<file path="config.mk">
export PLATFORM = sky130hd
export DESIGN_NAME = fpi2c_arbiter
export DESIGN_NICKNAME = d
export VERILOG_FILES = /design/src/rtl/fpi2c_arbiter.sv
export SDC_FILE = /design/constraint.sdc
export NUM_CORES = 1
export LEC_CHECK = 0
export BUFFER_PORTS_ARGS = -buffer_cell sky130_fd_sc_hd__buf_2
export CAP_MARGIN = 20
export CORE_MARGIN = 3
export CORE_UTILIZATION = 41
export DETAILED_ROUTE_END_ITERATION = 10
export PLACE_DENSITY = 0.78
export SYNTH_ARGS = -nofsm -noshare
export SYNTH_HDL_FRONTEND = slang
export SYNTH_SLANG_ARGS = --single-unit
</file>
<file path="constraint.sdc">
create_clock -name CLOCK -period 2 [get_ports CLOCK]
set_clock_uncertainty 0.15 [all_clocks]
set_input_delay 0 -clock CLOCK [delete_from_list [all_inputs] [get_ports CLOCK]]
set_output_delay 0 -clock CLOCK [all_outputs]
set_load 0.02 [all_outputs]
</file>
<file path="src/rtl/fpi2c_arbiter.sv">
// Round-robin arbiter sharing one front-panel i2cmaster command/status engine
// between NREQ requesters, with a watchdog that clears a hung engine.
module fpi2c_arbiter #(
    parameter int NREQ  = 2,
    parameter int TMOUT = 1000000,
    parameter int CNTW  = 20
) (
    input  logic                 CLOCK,
    input  logic                 RESET,
    input  logic [NREQ-1:0]      req,
    input  logic [64*NREQ-1:0]   cmd,
    output logic [NREQ-1:0]      grant,
    output logic [NREQ-1:0]      done,
    output logic [63:0]          rsp_status,
    output logic                 rsp_tmo,
    output logic                 busy,
    output logic                 m_wrcmd,
    output logic [63:0]          m_command,
    output logic                 m_clear,
    input  logic                 m_busy,
    input  logic [63:0]          m_status
);

    localparam int              SELW      = $clog2(NREQ);
    localparam logic [CNTW-1:0] CNT_LIMIT = CNTW'(TMOUT);

    typedef enum logic [2:0] {IDLE, ISSUE, START, RUN, ABORT, DONE} state_t;

    state_t            state_q, state_d;
    logic [SELW-1:0]   sel_q, sel_d;
    logic [SELW-1:0]   last_q, last_d;
    logic [NREQ-1:0]   grant_q, grant_d;
    logic [CNTW-1:0]   cnt_q, cnt_d;
    logic [63:0]       m_command_q, m_command_d;
    logic [63:0]       rsp_status_q, rsp_status_d;
    logic              rsp_tmo_q, rsp_tmo_d;

    logic              any_req;
    logic [SELW-1:0]   win_idx;
    logic [63:0]       win_cmd;
    logic [CNTW-1:0]   cnt_inc;

    function automatic int rr_index(input int last, input int k);
        return (last + k) % NREQ;
    endfunction

    // First pending requester after the previous winner, wrapping around.
    always_comb begin
        any_req = 1'b0;
        win_idx = '0;
        win_cmd = '0;
        for (int k = 1; k <= NREQ; k++) begin
            if (!any_req && req[rr_index(int'(last_q), k)]) begin
                any_req = 1'b1;
                win_idx = SELW'(rr_index(int'(last_q), k));
                win_cmd = cmd[64*rr_index(int'(last_q), k) +: 64];
            end
        end
    end

    assign cnt_inc = (cnt_q == '1) ? cnt_q : cnt_q + CNTW'(1);

    always_comb begin
        // NOTE: every signal gets its hold value first so no path leaves it unassigned (no latches).
        state_d      = state_q;
        sel_d        = sel_q;
        last_d       = last_q;
        grant_d      = grant_q;
        cnt_d        = cnt_q;
        m_command_d  = m_command_q;
        rsp_status_d = rsp_status_q;
        rsp_tmo_d    = rsp_tmo_q;

        case (state_q)
            IDLE: begin
                if (any_req) begin
                    sel_d       = win_idx;
                    m_command_d = win_cmd;
                    grant_d     = NREQ'(1) << win_idx;
                    cnt_d       = '0;
                    state_d     = ISSUE;
                end
            end
            ISSUE: state_d = START;
            START: begin
                if (cnt_q == CNT_LIMIT)  state_d = ABORT;
                else if (m_busy)         state_d = RUN;
                else                     cnt_d   = cnt_inc;
            end
            RUN: begin
                if (cnt_q == CNT_LIMIT) begin
                    state_d = ABORT;
                end else if (!m_busy) begin
                    rsp_status_d = m_status;
                    rsp_tmo_d    = 1'b0;
                    state_d      = DONE;
                end else begin
                    cnt_d = cnt_inc;
                end
            end
            ABORT: begin
                rsp_status_d = m_status;
                rsp_tmo_d    = 1'b1;
                state_d      = DONE;
            end
            DONE: begin
                last_d  = sel_q;
                grant_d = '0;
                state_d = IDLE;
            end
            default: state_d = IDLE;
        endcase
    end

    always_ff @(posedge CLOCK) begin
        if (RESET) begin
            state_q      <= IDLE;
            sel_q        <= '0;
            last_q       <= SELW'(NREQ - 1);
            grant_q      <= '0;
            cnt_q        <= '0;
            m_command_q  <= '0;
            rsp_status_q <= '0;
            rsp_tmo_q    <= 1'b0;
        end else begin
            // NOTE: non-blocking so every flop samples the pre-edge value of the others.
            state_q      <= state_d;
            sel_q        <= sel_d;
            last_q       <= last_d;
            grant_q      <= grant_d;
            cnt_q        <= cnt_d;
            m_command_q  <= m_command_d;
            rsp_status_q <= rsp_status_d;
            rsp_tmo_q    <= rsp_tmo_d;
        end
    end

    assign grant      = grant_q;
    assign done       = (state_q == DONE) ? grant_q : '0;
    assign m_wrcmd    = (state_q == ISSUE);
    assign m_clear    = (state_q == ABORT);
    assign busy       = (state_q != IDLE);
    assign m_command  = m_command_q;
    assign rsp_status = rsp_status_q;
    assign rsp_tmo    = rsp_tmo_q;

endmodule
</file>
# --- After elaboration in Yosys (flattened, before gate mapping) ---
# Index checks and enable logic that the tools add are counted.
classes:
  n_div: 0
  n_shift: 3
  reduce_logical: 12
  order_cmp: 2
  mul: 0
  n_eq_ne: 15
  muxes: 34
  n_addsub: 3
  bitwise: 2
op_table:
  columns: ["operator", "count"]
  rows:
  - ["$mux 64", 4]
  - ["$shiftx 128x8->64", 2]
  - ["$pmux 64 s2", 1]
  - ["$mux 20", 6]
  - ["$pmux 20 s3", 1]
  - ["$eq 20x20->1 const B", 2]
  - ["$add 20x1->20 const B", 1]
  - ["$mux 3", 5]
  - ["$pmux 3 s5", 1]
  - ["$mux 1", 12]
  - ["$ne 2x2->1 const B", 6]
  - ["$eq 3x2->1 const B", 2]
  - ["$eq 3x3->1 const B", 2]
  - ["$lt 2x3->1 const B", 2]
  - ["$ne 3x3->1 const B", 2]
  - ["$reduce_and 3->1", 2]
  - ["$reduce_and 6->1", 1]
  - ["$reduce_bool 3->1", 2]
  - ["$mux 2", 2]
  - ["$pmux 2 s2", 1]
  - ["$reduce_and 2->1", 2]
  - ["$reduce_bool 2->1", 2]
  - ["$eq 3x1->1 const B", 1]
  - ["$logic_not 3->1", 1]
  - ["6 further kinds", 8]
totals:
  ramBits: 0
  word_cells: 79
  input_bits: 197
  latch_bits: 0
  mem_count: 0
  romBits: 0
  regBits: 156
  out_inout_bits: 136

# --- Longest topological paths before layout ---
# Gate-level depths: netlist of the first run.
logic_depth:
  ltp_word: 12
  depth_mapped: 9
  mapped_depth_nobuf: 7

# --- Worst setup path before layout of the first run ---
# No wires, ideal clock.
synth_timing:
  kind: "register -> register"
  from: "register state_q[0]"
  to: "register rsp_status_q[12] (netlist: rsp_status[12])"
  required_time_ns: 1.780
  n_path_buf: 3
  synth_period_minus_slack_ns: 2.098
  setup_time_ns: 0.070
  path_slack_ns: -0.098
  path_stages_with_launch: 9
  t_arrival_ns: 1.878
  cell_sequence: "dfxtp_1 -> inv_1 -> and3_1 -> clkbuf_1 -> o32a_1 -> buf_2 -> clkbuf_1 -> nand2_1 -> a21oi_2"
synth_between:
  elab_chain_cells: 3
  elab_cells_between_ends: 7
  cone_classes: "4 x eq/ne; 1 x mux; 2 x reduce/logical"
synth_lines:
  columns: ["element", "line", "rtl"]
  rows:
  - ["start, declared", "29", "state_t state_q, state_d;"]
  - ["start signal, assigned", "127", "state_q <= state_d;"]
  - ["$eq 3x3->1 *", null, null]
  - ["named net m_clear", "19", "output logic m_clear,"]
  - ["$reduce_bool 2->1 (no line)", null, null]
  - ["$reduce_and 3->1 (no line)", null, null]
  - ["end signal, assigned", "133", "rsp_status_q <= rsp_status_d;"]
  - ["end, declared", "35", "logic [63:0] rsp_status_q, rsp_status_d;"]
# Mark *: on every way through the listed nets, which the timed path passes. The rest lies on a longest branch.
# A chain may end at the register's enable or synchronous reset.

# --- Worst setup path after layout of the first run ---
layout_timing:
  from: "register cnt_q[0]"
  to: "register rsp_status_q[14] (netlist: rsp_status[14])"
layout_between:
  elab_chain_cells: 3
layout_lines:
  columns: ["element", "line", "rtl"]
  rows:
  - ["start, declared", "33", "logic [CNTW-1:0] cnt_q, cnt_d;"]
  - ["start signal, assigned", "131", "cnt_q <= cnt_d;"]
  - ["$eq 20x20->1", "91", "if (cnt_q == CNT_LIMIT) begin"]
  - ["$ne 2x2->1 (no line)", null, null]
  - ["$reduce_and 3->1 (no line)", null, null]
# No other way between the ends.

==> results of run 1 <==
kinds of logic after synthesis:
| logic type | share of synthesized area |
|---|---|
| adder cells (fa/ha/maj) | 0.00382 |
| AND/OR/NAND/NOR | 0.254 |
| XOR/XNOR | 0.00134 |
| buffers and inverters | 0.0543 |
| flip-flops | 0.477 |
| AO/OA/AOI/OAI | 0.209 |
through the flow:
stage / power [mW] / setup slack (ns)
after floorplan: 6.64 / 0.00455
after global placement: 8.28 / -0.124
after detailed placement: 8.35 / -0.200
after CTS: 11.8 / -0.0976
after global routing: 12.9 / -0.340
final: 12.4 / -0.260
per-layer routing:
metal	share of wire	global-route usage
met2	0.48	0.543
met5	0.00040	0
met1	0.35	0.368
met3	0.10	0.0927
met4	0.067	0.241
placed cells by master, fill, tap and decap left out, drive strengths merged, types with 2 or more instances in the layout:
master       count
a221oi          66
nor3            69
nor3b            2
nand3           16
nand2          144
dlygate4sd3    194
a31oi            6
nand4            7
ha               2
or4              4
or3              8
clkbuf          25
dfxtp          156
o21ai           11
a21boi           2
o311ai           2
or4b             2
a21o             3
clkinvlp         4
a21oi           87
nor4             6
diode            5
nand2b           2
buf            401
inv             12
and3             4
nand4b           2
o31ai            5
clkinv           3
nor2            84
o22ai            2
a211oi           2
and2             5
worst max path at each step:
| stage | startpoint | endpoint | slack (ns) | depth (start not counted) |
|---|---|---|---|---|
| after floorplan | cnt_q[0] | rsp_status[12] | 0.005 | 8 |
| after global placement | cnt_q[0] | cnt_q[3] | -0.12 | 7 |
| after detailed placement | cnt_q[0] | cnt_q[3] | -0.20 | 7 |
| after CTS | cnt_q[0] | rsp_status[47] | -0.1 | 8 |
| after global routing | cnt_q[1] | rsp_status[14] | -0.34 | 9 |
| final | cnt_q[0] | rsp_status[14] | -0.26 | 9 |
timing repair:
action                     4_1_cts  5_1_grt
cloned                           0        5
hold endpoints to repair       140        0
pin swaps                       14       21
setup buffers                    5        6
setup endpoints to repair       80       87
hold buffers                   194        0
resized for setup               28       66
final cells by class:
type / instances / area [sq um] / share of cell area
multi-input combinational: 557 / 3450 / 0.290
inverter: 9 / 33.8 / 0.00284
tap: 211 / 264 / 0.0222
clock buffer: 21 / 470 / 0.0396
clock inverter: 11 / 109 / 0.00915
timing repair buffer: 599 / 4400 / 0.370
antenna: 5 / 12.5 / 0.00105
sequential: 156 / 3140 / 0.264
flip-flops by register name, indices dropped and copies added, names as in the netlist:
name,count
cnt_q,20
sel_q,1
last_q,1
grant,2
rsp_status,64
rsp_tmo,1
m_command,64
state_q,3
where the power goes:
part           leakage [nW]  switching [mW]  internal (mW)
logic                  3.61            3.19           1.97
clock network         0.273            1.36           1.83
registers              1.28           0.370           3.70
total                  5.17            4.92           7.51
critical path, delay by kind of cell, from the launching register on:
family	cells	cell delay [ns]
buffers and inverters	3	0.42
adders and majority gates	1	0.13
AOI/OAI and AO/OA	2	0.58
DFF	1	0.37
and+or+nand+nor	3	0.52
==> summary.md, run 1 <==
| Metric | Value |
|---|---|
| Final setup margin | `-0.260 ns` |
| Dpl hpwl | `16,000 microns` |
| Main flop type after synthesis | `dfxtp_1` |
| Synthesized Nets | `988` |
| CP arrival | `2.43 ns` |
| Post-DP Area | `0.00877 sq mm` |
| Hold Path Origin | `req[1]` |
| Core area | `0.0154 sq mm` |
| Syn_area_per_cell | `8.30 sq um` |
| Final clock period utilization by the worst path | `1.13` |
| Ys async rst share | `0` |
| Req. time, crit path | `2.17 ns` |
| Synth top area cells | `dfxtp_1, a221oi_1, nand2_1` |
| GRT overflow | `0` |
| Fin util | `0.771` |
| Share of the synthesized area in the top cell type | `0.477` |
| Max-Cap Viols | `0` |
| CP Capture Type | `flip-flop` |
| Endpoints failing setup | `80` |
| IO Count | `333` |
| Worst-path maximum fanout | `7` |
| Avg Vias per Cell | `5.78` |
| Measured slew at the worst slew-check pin | `0.653 ns` |
| Fillers | `933` |
| Maximum clock rate | `443 MHz` |
| IR drop worst, VDD | `0.000600 V` |
| Clk_lat worst skew | `0.41 ns` |
| Count leader, synth | `dfxtp_1` |
| DRC violations left | `0` |
| Design Area, Final | `0.0119 sq mm` |
| Worst Hold Path EP | `m_command[61]` |
| Die height | `132 microns` |
| P per Cell Area | `1050 mW/mm^2` |
| DIE AREA | `0.0175 sq mm` |
| Fin nets | `1,539` |
| Failing checks | `negative setup slack` |
| Layout cells sized above 1 | `0.401` |
| Area Overhead vs Synth | `81.5%` |
| Synth warn | `0` |
| Max_slew headroom | `0.565` |
| Iter 0 DRT Violations | `681` |
| Fin crit period | `2.26 ns` |
| Startpoint Class | `flip-flop` |
| DR pass1 iterations | `7` |
| Final WL | `32,500 microns` |
| TritonCTS clock tree | `built` |
| Worst reg2reg setup slack | `-0.26 ns` |
| Post-Synthesis Cell Area | `0.00655 sq mm` |
| Setup TNS | `-10.68 ns` |
| Placed insts | `1,322` |
| CTS max path bufs | `2` |
| DIE WIDTH | `132 microns` |
| RSZ-0062 raised after global routing | `true` |
| H-tree depth | `4` |
| Synth cell types | `52` |
| Final Hold Viols | `0` |
| TritonCTS buffer count | `17` |
| Final cell count without fillers | `1,569` |
| Setup Crit Path Kind | `reg2reg` |
| Port bufs | `332` |
| Number of cells on the worst reg-to-reg path | `9` |
| CTS sink cnt | `156` |
| Initial antenna violation count | `4` |
| Rows | `45` |
| GRT Overall Usage | `0.331` |
| DR WL/cell | `20.7 microns` |
| Routed Antenna Nets | `0` |
| Delay of the slowest cell on the worst path | `0.37 ns` |
| EDFF count, synth | `0` |
| CP cell instances | `inv_2, ha_1, and4bb_2, nand4_4, o32ai_4, buf_12, clkbuf_16, nand2_2, a21oi_2` |
| Hold slack final | `0.0311 ns` |
| Sequential element share of the synthesized area | `0.477` |
| Clock Pin Slew Worst Setup and Hold Paths | `0.07 ns` |
| Hold Path Stages | `4` |
| Final Slew Violations | `0` |
| First-pass GRT wire length | `47,000 microns` |
| Via count | `9,064` |
| Number of synthesized register bits | `156` |
| Post-Synthesis Cells | `789` |
| Status | `complete, but fails checks` |
| Clk root buf | `clkbuf_16` |
| Leakage | `5.17 nW` |
| Top cells by count, synth | `dfxtp_1, nand2_1, nor2_1` |
| Vias in the first global route | `8,922` |
| Synth area leader | `dfxtp_1` |
| End of the worst register-to-register path | `rsp_status[14]` |
| CP max-delay cell | `dfxtp_4` |
| Worst r2r src | `cnt_q[0]` |
| Pin count of the biggest net entering global routing | `67` |
| Initial Util | `0.425` |
| Hold Path Class | `in2reg` |
| GPL Wtd Cong | `0.948` |
Power figures use the tool's default switching activity.
==> inputs of run 2 (changes only) <==
--- a/config.mk
+++ b/config.mk
@@ -5,12 +5,15 @@
 export SDC_FILE = /design/constraint.sdc
 export NUM_CORES = 1
 export LEC_CHECK = 0
+export ABC_AREA = 1
 export BUFFER_PORTS_ARGS = -buffer_cell sky130_fd_sc_hd__buf_2
 export CAP_MARGIN = 20
+export CELL_PAD_IN_SITES_DETAIL_PLACEMENT = 0
+export CELL_PAD_IN_SITES_GLOBAL_PLACEMENT = 1
 export CORE_MARGIN = 3
-export CORE_UTILIZATION = 41
+export CORE_UTILIZATION = 31
 export DETAILED_ROUTE_END_ITERATION = 10
-export PLACE_DENSITY = 0.78
+export PLACE_DENSITY = 0.79
 export SYNTH_ARGS = -nofsm -noshare
 export SYNTH_HDL_FRONTEND = slang
 export SYNTH_SLANG_ARGS = --single-unit
==> summary.md, run 2 <==
| Metric | Value |
|---|---|
| Status | `complete, no violations` |
| IR drop worst, VDD | `0.000543 V` |
| Worst-path maximum fanout | `19` |
| Worst reg2reg setup slack | `0.08 ns` |
| Pre-CTS WS | `-0.134 ns` |
| Final Hold Viols | `0` |
| Measured slew at the worst slew-check pin | `0.544 ns` |
| CTS max path bufs | `2` |
| Port bufs | `332` |
| Max-Cap Viols | `0` |
| Hold slack final | `0.186 ns` |
| DIE AREA | `0.0289 sq mm` |
| Final WL | `31,000 microns` |
| Via count | `9,540` |
| Hold Path Origin | `m_status[26]` |
| Startpoint Class | `flip-flop` |
| Top cells by count, synth | `nor2_1, nand2_1, dfxtp_1` |
| Placed insts | `1,733` |
| DRC violations left | `0` |
| Final Slew Violations | `0` |
| GRT overflow | `0` |
| Count leader, synth | `nor2_1` |
| RSZ-0062 raised after global routing | `true` |
| EDFF count, synth | `0` |
| Post-Synthesis Cells | `1,105` |
| Total power | `14.5 mW` |
| Synth cell types | `32` |
| TritonCTS buffer count | `17` |
| Synthesized Nets | `1,304` |
| Routed Antenna Nets | `0` |
| Most frequent cells in the layout | `buf_2, dlygate4sd3_1, nor2_1` |
| TritonCTS clock tree | `built` |
| Clk_lat worst skew | `0.43 ns` |
| Vias in the first global route | `9,524` |
| Ys async rst share | `0` |
| Final cell count without fillers | `1,988` |
| Share of the synthesized area in the top cell type | `0.375` |
| Layout cells sized above 1 | `0.359` |
| Setup Crit Path Kind | `reg2reg` |
| DR WL/cell | `15.6 microns` |
| Hold Path Class | `in2reg` |
| First-pass GRT wire length | `47,000 microns` |
| Endpoints failing setup | `0` |
| Synth top area cells | `dfxtp_1, mux2_2, nor2_1` |
| Die height | `170 microns` |
| Pin count of the biggest net entering global routing | `65` |
| DR pass1 iterations | `5` |
| Dpl hpwl | `19,400 microns` |
| CTS sink cnt | `156` |
| CP Capture Type | `flip-flop` |
| Req. time, crit path | `2.16 ns` |
| Core area | `0.0262 sq mm` |
| GPL Wtd Cong | `0.796` |
| Number of synthesized register bits | `156` |
| CP arrival | `2.07 ns` |
| Clk root buf | `clkbuf_16` |
| Initial antenna violation count | `3` |
| Worst r2r src | `last_q` |
| Initial Util | `0.318` |
| Sequential element share of the synthesized area | `0.375` |
| DIE WIDTH | `170 microns` |
| Setup TNS | `0 ns` |
| Leakage | `5.99 nW` |
| Maximum clock rate | `522 MHz` |
| Iter 0 DRT Violations | `477` |
| IO Count | `333` |
| Worst Hold Path EP | `rsp_status[26]` |
| Area Overhead vs Synth | `61.1%` |
| Clock Pin Slew Worst Setup and Hold Paths | `0.09 ns` |
| Final setup margin | `0.0836 ns` |
| Hold Path Stages | `4` |
| Fin crit period | `1.92 ns` |
| H-tree depth | `4` |
| End of the worst register-to-register path | `m_command[53]` |
| Fillers | `2,427` |
| Synth area leader | `dfxtp_1` |
| Final clock period utilization by the worst path | `0.958` |
| Max_slew headroom | `0.637` |
| Post-Synthesis Cell Area | `0.00833 sq mm` |
| Fin nets | `1,836` |
| Commonest non-fill, non-tap cell in the layout | `buf_2` |
| Main flop type after synthesis | `dfxtp_1` |
| Syn_area_per_cell | `7.54 sq um` |
| GRT Overall Usage | `0.198` |
| Rows | `59` |
| Number of cells on the worst reg-to-reg path | `5` |
| P per Cell Area | `1080 mW/mm^2` |
| Synth warn | `0` |
| Avg Vias per Cell | `4.80` |
## run 2: metrics by stage
step | instance area, sq um | utilization
floorplan | 8330 | -
global placement | 10400 | 0.398
detailed placement | 10400 | 0.398
CTS | 13200 | 0.503
global route | 13400 | 0.512
finish | 13400 | 0.512
## run 2: worst max-delay path, stage by stage (launching register included)
cell	delay [ns]
dfxtp_4	0.41
buf_16	0.19
mux2_2	0.34
dlygate4sd3_1	0.55
nand2_1	0.07
a21oi_1	0.08
## run 2: where the power goes
group	internal [mW]	total [mW]	switching [mW]
clock	1.74	3.46	1.72
sequential	4.03	4.55	0.523
combinational	2.44	6.48	4.04
total	8.22	14.5	6.28
## run 2: worst max path at each step
stage / start / endpoint / cells after the start
floorplan: cnt_q[0] / cnt_q[15] / 11
global placement: cnt_q[0] / cnt_q[3] / 10
detailed placement: cnt_q[0] / cnt_q[1] / 10
CTS: cnt_q[0] / rsp_status[47] / 9
global route: cnt_q[0] / rsp_status[21] / 10
finish: last_q / m_command[53] / 5
## run 2: kinds of logic (layout without fill, tap and decap cells)
logic type,after synthesis,after routing,share of synthesized area
compound gates,285,285,0.175
xor+xnor,2,2,0.00210
fa+ha+maj,2,2,0.00300
buf+inv,119,663,0.0673
flops,156,156,0.375
mux,128,128,0.173
other cells,0,3,0
simple gates,413,414,0.205
## run 2: metal layers
metal  up-vias  global-route usage  wire (microns)
met5         -                   0               0
met3        64              0.0520            2010
met1      4336               0.228           12900
met4         0              0.0720             810
li1       4798                   -               -
met2       342               0.352           15400
## run 2: final cells by class
class | instances | area (sq um) | area share
Clock buffer | 17 | 425 | 0.0317
Multi-Input combinational cell | 831 | 4770 | 0.355
Antenna cell | 3 | 7.51 | 0.000559
Tap cell | 335 | 419 | 0.0312
Timing Repair Buffer | 590 | 4310 | 0.321
Sequential cell | 156 | 3130 | 0.233
Clock inverter | 15 | 209 | 0.0156
Inverter | 41 | 155 | 0.0116
## run 2: timing repair
| item | CTS | global route |
|---|---|---|
| hold buffers | 210 | 0 |
| pin swaps | 0 | 5 |
| endpoints found under the setup margin | 20 | 98 |
| hold endpoints to repair | 143 | 0 |
| buffers inserted | 0 | 6 |
| cloned | 0 | 4 |
| resized for setup | 4 | 21 |
